**src/rtl/tone_pkg.sv**
```systemverilog
// rtl/tone_pkg.sv - note codes, frequency table and half-period helper for note_tone_gen
package tone_pkg;

    localparam int NOTE_W      = 5;
    localparam int NOTE_SILENT = 0;
    localparam int NOTE_MAX    = 21;

    // Tone frequencies in Hz for codes 1..21 (C4..B4, C5..B5, C6..B6).
    localparam int unsigned FREQ_HZ [NOTE_MAX] = '{
        262,  294,  330,  349,  392,  440,  494,
        523,  587,  659,  698,  784,  880,  988,
        1047, 1175, 1319, 1397, 1568, 1760, 1976
    };

    // Implicit operating state, derived from the registered note code.
    typedef enum logic {
        TONE_SILENT = 1'b0,
        TONE_ACTIVE = 1'b1
    } tone_state_e;

    // Truncated half-period in clk cycles; 0 for silent codes.
    function automatic int unsigned half_period(input int unsigned clk_hz, input int unsigned code);
        if (code == NOTE_SILENT || code > NOTE_MAX) begin
            return 0;
        end
        return clk_hz / (2 * FREQ_HZ[code - 1]);
    endfunction

    function automatic logic is_tone(input logic [NOTE_W-1:0] code);
        return (code != NOTE_W'(NOTE_SILENT)) && (code <= NOTE_W'(NOTE_MAX));
    endfunction

endpackage

```
**src/rtl/note_period_lut.sv**
```systemverilog
// rtl/note_period_lut.sv - combinational ROM: note code -> half-period count
//   note_i : registered note code
//   half_o : half-period in clk cycles (0 for silent codes)
module note_period_lut
    import tone_pkg::*;
#(
    parameter int CLK_FREQ_HZ = 50_000_000,
    parameter int CNT_W       = 17
) (
    input  logic [NOTE_W-1:0] note_i,
    output logic [CNT_W-1:0]  half_o
);

    logic [CNT_W-1:0] rom [2**NOTE_W];

    // Every entry is a constant evaluated at elaboration; an entry that does
    // not fit the counter stops elaboration.
    for (genvar g = 0; g < 2**NOTE_W; g++) begin : g_rom
        localparam int unsigned HALF = half_period(CLK_FREQ_HZ, g);
        if (64'(HALF) >= (64'd1 << CNT_W)) begin : g_overflow
            $error("note_period_lut: half-period %0d of code %0d does not fit CNT_W=%0d", HALF, g, CNT_W);
        end
        assign rom[g] = CNT_W'(HALF);
    end

    assign half_o = rom[note_i];

endmodule

```
**src/rtl/note_tone_gen.sv**
```systemverilog
// rtl/note_tone_gen.sv - note code to square-wave tone generator (optional TONE_VOLUME_EN)
//   clk         : system clock
//   rst         : asynchronous active-high reset
//   note        : note code from sequencer, 0 and 22..31 silent
//   vol         : (TONE_VOLUME_EN only) 2-bit volume, duty 2/8..8/8 of the high phase
//   square_wave : registered tone output
//   tone_on     : registered note is a sounding code
module note_tone_gen
    import tone_pkg::*;
#(
    parameter int CLK_FREQ_HZ = 50_000_000,
    parameter int CNT_W       = 17
) (
    input  logic              clk,
    input  logic              rst,
    input  logic [NOTE_W-1:0] note,
`ifdef TONE_VOLUME_EN
    input  logic [1:0]        vol,
`endif
    output logic              square_wave,
    output logic              tone_on
);

    logic [NOTE_W-1:0] note_q;
    logic [NOTE_W-1:0] note_prev_q;
    logic [CNT_W-1:0]  cnt_q, cnt_d, cnt_cur, half;
    logic              phase_q, phase_d;
    logic              sq_q, sq_d;
    logic              changed;
    tone_state_e       state;

    note_period_lut #(
        .CLK_FREQ_HZ(CLK_FREQ_HZ),
        .CNT_W      (CNT_W)
    ) u_lut (
        .note_i(note_q),
        .half_o(half)
    );

    assign state   = is_tone(note_q) ? TONE_ACTIVE : TONE_SILENT;
    assign changed = (note_q != note_prev_q);
    // The change cycle itself is count 0 of the new half-period, so the
    // first edge after a change lands exactly `half` cycles later.
    assign cnt_cur = changed ? '0 : cnt_q;

    always_comb begin
        cnt_d   = '0;
        phase_d = 1'b0;
        case (state)
            TONE_ACTIVE: begin
                phase_d = phase_q;
                if (cnt_cur == half - 1'b1) begin
                    phase_d = ~phase_q;
                end else begin
                    cnt_d = cnt_cur + 1'b1;
                end
            end
            default: begin
                cnt_d   = '0;
                phase_d = 1'b0;
            end
        endcase
    end

`ifdef TONE_VOLUME_EN
    logic [1:0] vol_q;
    logic [2:0] pwm_q;
    logic [2:0] pwm_d;

    assign pwm_d = pwm_q + 3'd1;
    // Gate compares against the pwm value that will be current alongside sq_q.
    assign sq_d  = phase_d & ({1'b0, pwm_d} < (4'({vol_q, 1'b0}) + 4'd2));

    always_ff @(posedge clk or posedge rst) begin
        if (rst) begin
            vol_q <= '0;
            pwm_q <= '0;
        end else begin
            vol_q <= vol;
            pwm_q <= pwm_d;
        end
    end
`else
    assign sq_d = phase_d;
`endif

    always_ff @(posedge clk or posedge rst) begin
        if (rst) begin
            note_q      <= '0;
            note_prev_q <= '0;
            cnt_q       <= '0;
            phase_q     <= 1'b0;
            sq_q        <= 1'b0;
        end else begin
            note_q      <= note;
            note_prev_q <= note_q;
            cnt_q       <= cnt_d;
            phase_q     <= phase_d;
            sq_q        <= sq_d;
        end
    end

    assign square_wave = sq_q;
    assign tone_on     = (state == TONE_ACTIVE);

endmodule
```
**config.mk**
```make
export PLATFORM = sky130hd
export DESIGN_NAME = note_tone_gen
export DESIGN_NICKNAME = d
export VERILOG_FILES = /design/src/rtl/tone_pkg.sv /design/src/rtl/note_period_lut.sv /design/src/rtl/note_tone_gen.sv
export SDC_FILE = /design/constraint.sdc
export NUM_CORES = 1
export LEC_CHECK = 0
export ABC_AREA = 1
export BUFFER_PORTS_ARGS = -buffer_cell sky130_fd_sc_hd__buf_4
export CAP_MARGIN = 10
export CORE_MARGIN = 5
export CORE_UTILIZATION = 40
export DETAILED_ROUTE_END_ITERATION = 10
export GPL_TIMING_DRIVEN = 0
export SLEW_MARGIN = 0
export SYNTH_ARGS = -nofsm -noshare
export SYNTH_HDL_FRONTEND = slang
export SYNTH_HIERARCHICAL = 1
export SYNTH_SLANG_ARGS = --single-unit
export TNS_END_PERCENT = 20
```
**constraint.sdc**
```tcl
create_clock -name clk -period 3.5 [get_ports clk]
set_input_delay 0.175 -clock clk [delete_from_list [all_inputs] [get_ports clk]]
set_output_delay 0.175 -clock clk [all_outputs]
set_load 0.1 [all_outputs]
```
# ---- After elaboration in Yosys (flattened, before gate mapping)
# Memories as Yosys holds them, arrays and structs flattened.
# Index checks and enable logic that the tools add are counted.
dict set report op_classes {
  order_cmp 2
  eq_ne 3
  n_addsub 2
  n_mux 8
  bitwise_logic 2
  reduce_logical 2
}
# cell n
set ops {}
lappend ops {{17-bit 2-to-1 mux} 5}
lappend ops {{17-bit by 1-bit adder with 17-bit output (second input constant)} 1}
lappend ops {{17-bit == test} 1}
lappend ops {{17-bit by 1-bit subtractor with 17-bit output (second input constant)} 1}
lappend ops {{6-bit >= comparator (second input constant)} 1}
lappend ops {{5-bit inverter with 6-bit output} 1}
lappend ops {{5-bit <= comparator (second input constant)} 1}
lappend ops {{5-bit != test} 1}
lappend ops {{5-bit nonzero test} 1}
lappend ops {{1-bit 2-to-1 mux} 3}
lappend ops {{2-bit by 1-bit != test with 1-bit output (second input constant)} 1}
lappend ops {{1-bit logical AND} 1}
lappend ops {{1-bit inverter} 1}
dict set report word_totals {
  mem_count 1
  in_bits 7
  regBits 28
  output_inout_bits 2
  romBits 544
}
# name depth word_bits rd rd_clocked_by_memory_dff write_ports line
set memory_table {}
lappend memory_table {{(name not given)} 32 17 1 0 0 note_period_lut.sv:26} ;# assign half_o = rom[note_i];

# ---- Logic depth before layout (Yosys ltp)
# Gate-level depths: netlist of run 1.
dict set report logic_depth {
  depth_word 8
  ltp_mapped 24
}

# ---- By module
# Netlist of run 1, hierarchy kept.
# module area_per_inst_um2 seq_area_each_um2 cells_each instances
set by_module_without_submodules {}
lappend by_module_without_submodules {note_tone_gen 2444.8 700.7 412 1}
lappend by_module_without_submodules {note_period_lut 715.7 0.0 136 1}

# ---- Worst setup path before layout of run 1
# OpenSTA, ideal clock, no wires.
dict set report synth_timing {
  kind {register -> register}
  start {reg note_q[0]}
  end {reg cnt_q[7]}
  arrival_time_ns 2.943
  n_path_buf 1
  path_slack_ns 0.437
  synth_period_minus_slack_ns 3.063
  stages_incl_launch_ff 23
  cell_sequence {dfrtp_1 > inv_1 > ha_1 > nand2_1 > nand2_1 > nand2_1 > nand3_1 > inv_1 > ha_1 > nand3_1 > nor2_1 > nand2_1 > nand2_1 > nand2_1 > nand2_1 > nand2_1 > nor2_1 > nand3_1 > inv_2 > nand3_2 > nand2_4 > buf_8 > nor2_2}
}
dict set report synth_via {
  elab_chain_cells 8
}
# element line
set synth_rtl {}
lappend synth_rtl {{start: declaration} note_tone_gen.sv:24} ;# logic [NOTE_W-1:0] note_q;
lappend synth_rtl {{start signal: assignment} note_tone_gen.sv:95} ;# note_q <= note;
lappend synth_rtl {{5-bit inverter with 6-bit output (implied by the code)} note_period_lut.sv:26}
lappend synth_rtl {{memory 32 x 17 bit} --}
lappend synth_rtl {{17-bit 2-to-1 mux (implied by the code) (2 in series)} note_period_lut.sv:26}
lappend synth_rtl {{named net half[1]} note_tone_gen.sv:26} ;# logic [CNT_W-1:0] cnt_q, cnt_d, cnt_cur, half;
lappend synth_rtl {{17-bit by 1-bit subtractor with 17-bit output} note_tone_gen.sv:52} ;# if (cnt_cur == half - 1'b1) begin
lappend synth_rtl {{17-bit == test} note_tone_gen.sv:52}
lappend synth_rtl {{17-bit 2-to-1 mux} note_tone_gen.sv:52}
lappend synth_rtl {{17-bit 2-to-1 mux} note_tone_gen.sv:49} ;# case (state)
lappend synth_rtl {{named net cnt_d[7]} note_tone_gen.sv:26}
lappend synth_rtl {{end signal: assignment} note_tone_gen.sv:97} ;# cnt_q <= cnt_d;
lappend synth_rtl {{end: declaration} note_tone_gen.sv:26}
# The timed path passes the listed nets, and every way through them passes these cells. The select of a mux whose other input is x is not followed.
# A chain may end at the register's enable or synchronous reset.

# ---- Worst setup path in the final report of run 1
dict set report layout_timing {
  start {reg note_q[1]}
  end {reg cnt_q[4]}
}
# The elaborated chain is that of the path after synthesis.

==> impl_results.md, run 1 <==
- Status: finished clean
- M1 WL: 3.97 mm
- Clk sink count: 28
- Largest area contributor in the synthesized netlist: nand2_1
- Post-synthesis mux area share: 0
- H-tree Lvls: 1
- Top sig layer: met4
- DR pass1 iterations: 5
- Maximum VDD drop: 273 uV
- Post-synth cell types: 29
- Rel. slew slack: 0.692
- Top post-synthesis cells by area: nand2_1 (26%), dfrtp_1 (22%), nand3_1 (8.9%)
- Tmin final: 3.31 ns
- Area Overhead vs Synth: 13.0%
- Final setup viols: 0
- Hold WC Path Type: in2async
- Worst Tran Pin Value: 0.461 ns
- Reg clk slew, reported paths: 0.09 ns
- GR Overflow Total: 0
- Setup TNS: 0 ns
- Fin. max-slew vios: 0
- Antenna cell count: 0
- Crit-path max cell delay: 0.51 ns
- Design Power: 0.938 mW
- Nature of the critical path endpoint: flip-flop
- Iter 0 DRT Violations: 169
- Clock root buffer: clkbuf_8
- Gpl congestion: approximately 0.95
- Drt via density: ~5
- Routed Antenna Nets: 0
- F_max: approximately 0.30 GHz
- Synth Area in Simple Gates: 0.517
- Seq/Total Area, Yosys: 0.222
- Routed WL per cell: ~13 um
- TritonCTS clock tree: built
- Setup slack after layout: 0.191 ns
- Largest net degree at the start of global routing: 29
- Worst EP arrival: roughly 3.5 ns
- CP required: 3.67 ns
- Mapped Area: 0.00316 sq mm
- CP max-delay cell: dfrtp_2
- Synthesized instance count: 548
- Synth Register Bits: 28
- Compound-Gate Fraction of Synth Area: 0.0289
- Core ar.: 0.00773 sq mm
- Synth Area in XOR/XNOR: 0.0550
- Pre-CTS setup slack: -0.365 ns
- CP most frequent cell: nand2_1
- Starting density of the core: 0.409
- Max-Cap Viols: 0
- Synth top area share: 0.262
- Global-route wire length before repair: 14.5 mm
- Post-Synth Adder-Cell Area: 0.0515
- I/O pin cnt: 9
- WL final: 8.66 mm
- Final Skew: 0.00587 ns
- Post-DP HPWL: just under 7 mm
- Critical path, cell by cell: inv_2 > ha_1 > inv_1 > nand2_1 > nand2_1 > nand2_1 > nand3_1 > inv_1 > ha_1 > nand3_4 > nor2_2 > nand2_1 > nand2_1 > inv_1 > nand2_1 > nand2_1 > nor2_1 > nand2_1 > nor2_2 > nand3_2 > nand2_4 > buf_8 > nor2_2
- Reg-to-reg slack, setup: ~0.19 ns
- DRC: 0
- Cts bufs inserted: 3
- DR vias: 3300
- Clock tree buffer depth: 2
- Die width: 98.9 um
- Nets: 591
- Yosys warnings: 6
- Row cnt: 32
- CP max FO: 11
- Met3 WL: 419 um
- Final Cycle Share: 0.946
- Vias in the first global route: 3093
- IO Port Bufs: 8
- Worst skew pair latency: 0.28 ns
- CP startpoint kind: flip-flop
- CP Class: reg2reg
- Mapped Nets: 568
- Initial antenna violation count: 0
- Met2 routed WL: between 4 and 5 mm
- Gr usage total: 0.181
- Crit path max-delay family: simple AND/OR/NAND/NOR gates
- Mean area per synthesized cell: 5.77 sq um
- Cell Pwr Density: 263 mW/mm^2
- DIE AREA: between 0.009 and 0.01 sq mm
- Layout cells sized above 1: 0.130
- Leakage power: 1.85 nW
- CP bufs+invs: 5
- Filler Cell Count: about 850
- Hold violation total from the final report: 0
- Die height: 98.9 um
- Largest family of logic cells by synthesized area: simple AND/OR/NAND/NOR gates
state kept, by name, indices dropped and copies added (netlist names):
name,flops
note_q,5
note_prev_q,5
square_wave,1
cnt_q,17
area by class of cell:
type	count	area (sq um)	area share
well taps	102	128	0.0357
plain buffers	7	82.6	0.0231
clock buffers	3	41.3	0.0116
flip-flops and latches	28	703	0.197
multi-input cells	429	2100	0.587
repair buffers	18	170	0.0477
inverters	84	319	0.0893
clock inverters	1	30.0	0.00841
power by group:
group	internal, mW	total (mW)	leakage, nW	switching, mW
logic	0.113	0.341	1.45	0.228
clock network	0.153	0.256	0.0357	0.102
registers	0.330	0.342	0.363	0.0112
tightest hold or removal path, stage by stage:
cell           delay [ns]
dlygate4sd3_1        0.54
buf_4                0.13
inv_1                0.23
cell families (layout without fill, tap and decap cells):
group                      Yosys count  after routing
and+or+nand+nor                    380            380
buffers and inverters               91            113
xor gates and xnor gates            19             19
adders and majority gates           13             13
DFF                                 28             28
AOI/OAI and AO/OA                   17             17
per-layer routing:
metal	GRT usage	up-vias
li1	-	1721
met1	0.245	1468
met2	0.303	102
met3	0.0184	9
met4	0.0578	0
met5	0	-
synth_stat cells, drive strengths merged:
cell type,n
ha,13
buf,7
nand2,228
nand4,9
a21oi,2
o21ai,12
nor2,77
nand3,58
o21bai,1
or2,1
dfrtp,28
nor3,4
xor2,14
nand3b,2
xnor2,5
o22ai,1
o211ai,1
and3,1
inv,84
layout by cell type (no fill, tap or decap), types with 9 or more instances in the layout:
cell type  synthesis  final
nor2_1            56     53
nand2_1          221    221
o21ai_0            9      9
nor2_2            19     20
nand3_1           56     55
dfrtp_1           28     26
buf_4              1     12
inv_1             73     71
inv_2             11     12
xor2_1            14     14
ha_1              13     13
nand4_1            9      9
metrics by stage:
step | util | instances | hold slack [ns] | cell area, sq um
3_3_place_gp | 0.433 | 658 | 0.285 | 3350
5_1_grt | 0.462 | 672 | 0.432 | 3570
4_1_cts | 0.453 | 668 | 0.196 | 3500
3_5_place_dp | 0.433 | 658 | 0.286 | 3350
6_report | 0.462 | 672 | 0.402 | 3570
2_1_floorplan | - | 548 | 0.206 | 3160
timing repair:
item / 4_1_cts / 5_1_grt
resized for setup: 8 / 4
endpoints found under the hold margin: 5 / 5
setup endpoints to repair: 18 / 10
buffers inserted: 1 / 2
hold buffers: 5 / 1
worst paths after layout:
path,start,end,cells after the start
max,note_q[1],cnt_q[4],23
min,rst,note_prev_q[1],3
max reg2reg,note_q[1],cnt_q[4],23
min reg2reg,square_wave,square_wave,2
max in group asynchronous,rst,note_q[1],4
min in group clk,note[4],note_q[4],2
Power figures use the tool's default switching activity.
==> run 2: changes to the inputs <==
PLACE_DENSITY_LB_ADDON = 0.3   (was default)
REMOVE_ABC_BUFFERS = 1   (was default)
==> run 2 against run 1 <==
Against the previous run: maximum frequency rose by 3.0%; clock-buffer cell count did not move; routed wire length fell by 5.2%; clock power barely moved; non-clock buffer count fell by 4; core utilization fell by 1.1 points; sequential share of layout area rose by 0.57 points; power fell by 1.3%; critical path type unchanged; critical endpoint is now cnt_q[3]; first-iteration DRC count fell by 11%; hold slack got worse by 0.26 ns; global-route usage fell by 1.3 points.
==> impl_results.md, run 2 (synthesized netlist as in run 1, its figures left out) <==
- Final Skew: 0.00552 ns
- Reg clk slew, reported paths: 0.10 ns
- Rel. slew slack: 0.323
- Clock tree buffer depth: 2
- Reg2Reg Depth: 21
- Fin. max-slew vios: 0
- TritonCTS clock tree: built
- Critical path, cell by cell: clkinvlp_4 > ha_1 > nand2_1 > nand2_1 > nand2_1 > nand3_1 > inv_1 > ha_1 > nand3_2 > nor2_1 > nand2_1 > nand2_1 > inv_1 > nand2_1 > nand2_1 > nor2_1 > nand2_1 > nor2_2 > nand3_2 > nand2_8 > nor2_1
- Filler Cell Count: 833
- Clk sink count: 28
- Final setup viols: 0
- Final Cycle Share: 0.918
- Row cnt: 32
- Layout cells sized above 1: 0.125
- Tmin final: 3.21 ns
- Total internal power: 0.588 mW
- Comb power frac: 0.352
- Reg-to-Reg Start: note_q[0]
- WL final: 8.20 mm
- CP startpoint kind: flip-flop
- Nature of the critical path endpoint: flip-flop
- Worst skew pair latency: 0.28 ns
- Biggest register: cnt_q
- GR Overflow Total: 0
- Antenna cell count: 0
- Final Non-Filler Cells: 668
- Post-DP Area: 0.00327 sq mm
- Reg-to-reg slack, setup: 0.29 ns
- Design Power: a little over 0.9 mW
- Die width: 98.9 um
- Clock root buffer: clkbuf_8
- Hold WC Path Type: in2async
- Initial antenna violation count: 0
- Sequential power share: 0.371
- DR pass1 iterations: 5
- Commonest non-fill, non-tap cell in the layout: nand2_1
- Crit-path max cell delay: 0.44 ns
- Core ar.: 0.00773 sq mm
- Gpl congestion: between 0.9 and 1
- CP max-delay cell: dfrtp_2
- CP Class: reg2reg
- Global-route wire length before repair: 13.6 mm
- Leakage power: 1.80 nW
- Clock power frac: 0.278
- CP most frequent cell: nand2_1
- Largest net degree at the start of global routing: 29
- CP required: 3.67 ns
- IO Port Bufs: 8
- DRC: 0
- Die height: 98.9 um
- Post-DP HPWL: around 6.3 mm
- Cts bufs inserted: 3
- H-tree Lvls: 1
- Design Area, Final: 0.00349 sq mm
- Routed Antenna Nets: 0
- Worst Tran Pin Value: 1.01 ns
- Placed instance count: 651
- DIE AREA: 0.00978 sq mm
- I/O pin cnt: 9
- Vias in the first global route: 2942
- Area Overhead vs Synth: 10.4%
- Iter 0 DRT Violations: 150
- Worst EP arrival: around 3.4 ns
- Status: finished clean
- Max-Cap Viols: 0
- DR vias: 3265
- Cell Pwr Density: 265 mW/mm^2
- Top flop regs: cnt_q: 17 flops, note_prev_q: 5 flops, note_q: 5 flops
- Maximum VDD drop: 265 uV
- F_max: 0.311 GHz
- RR Endpoint: cnt_q[3]
- Hold violation total from the final report: 0
- Nets: 587
- Commonest non-fill, non-tap cells in the layout: nand2_1 (221), inv_1 (71), nand3_1 (55)
- Gr usage total: 0.168
- Max FFs per register: 17
- NetSw: about 0.34 mW
- CP max FO: 17
- Drt via density: 4.89
- Routed WL per cell: 12.3 um
- Net Sw Frac: 0.365
- Post-Route Utilization: 0.452
- Setup TNS: 0 ns
- Starting density of the core: 0.409
[run 2: changes by cell type in the layout (fill, tap and decap cells not counted), sizes merged]
cell	previous run	this run
clkinvlp	1	2
dlygate4sd3	6	5
buf	19	16
inv	83	82
[run 2: worst max-delay path: cells and delay by family, from the launching register on]
family,cells,cell delay [ns]
buffers and inverters,3,0.30
DFF,1,0.44
and+or+nand+nor,16,1.80
adders and majority gates,2,0.57
[run 2: worst max-delay path by stage]
| stage | cells past startpoint | to | start |
|---|---|---|---|
| 6_report | 21 | cnt_q[3] | note_q[0] |
| 5_1_grt | 21 | cnt_q[11] | note_q[1] |
| 4_1_cts | 22 | cnt_q[11] | note_q[1] |
| 3_5_place_dp | 20 | cnt_q[11] | note_q[2] |
| 3_3_place_gp | 20 | cnt_q[11] | note_q[2] |
| 2_1_floorplan | 21 | cnt_q[11] | note_q[0] |
[run 2: area by class of cell]
class                      instances  area [sq um]  share of cell area
tap                              102           128              0.0366
inverter                          84           323              0.0925
timing repair buffer              21           170              0.0488
multi-input combinational        429          2090               0.599
clock inverter                     1          30.0             0.00861
clock buffer                       3          41.3              0.0118
sequential                        28           707               0.203
[run 2: through the flow]
step	hold slack (ns)	setup slack, ns
floorplan	0.206	0.464
global placement	0.285	-0.313
detailed placement	0.285	-0.407
CTS	0.178	0.00852
global route	0.249	-0.0594
finish	0.143	0.288
[run 2: repair_timing]
| action | 4_1_cts | 5_1_grt |
|---|---|---|
| setup endpoints to repair | 18 | 18 |
| setup buffers | 2 | 6 |
| endpoints found under the hold margin | 5 | 0 |
| gates resized for setup | 7 | 5 |
| hold buffers | 5 | 0 |
| pin swaps | 0 | 0 |
[run 2: power by group through the flow]
stage	combinational, mW	sequential (mW)	clock (mW)
2_1_floorplan	0.230	0.348	0
3_3_place_gp	0.293	0.352	0
3_5_place_dp	0.299	0.353	0
4_1_cts	0.309	0.347	0.265
5_1_grt	0.370	0.345	0.273
6_report	0.325	0.343	0.257
[run 2: layer usage]
| metal | global-route usage | vias to the layer above | part of all wire |
|---|---|---|---|
| met5 | 0 | - | 0 |
| met4 | 0.0557 | 0 | 0.029 |
| met1 | 0.230 | 1444 | 0.47 |
| li1 | - | 1716 | - |
| met2 | 0.282 | 86 | 0.46 |
| met3 | 0.00920 | 19 | 0.040 |
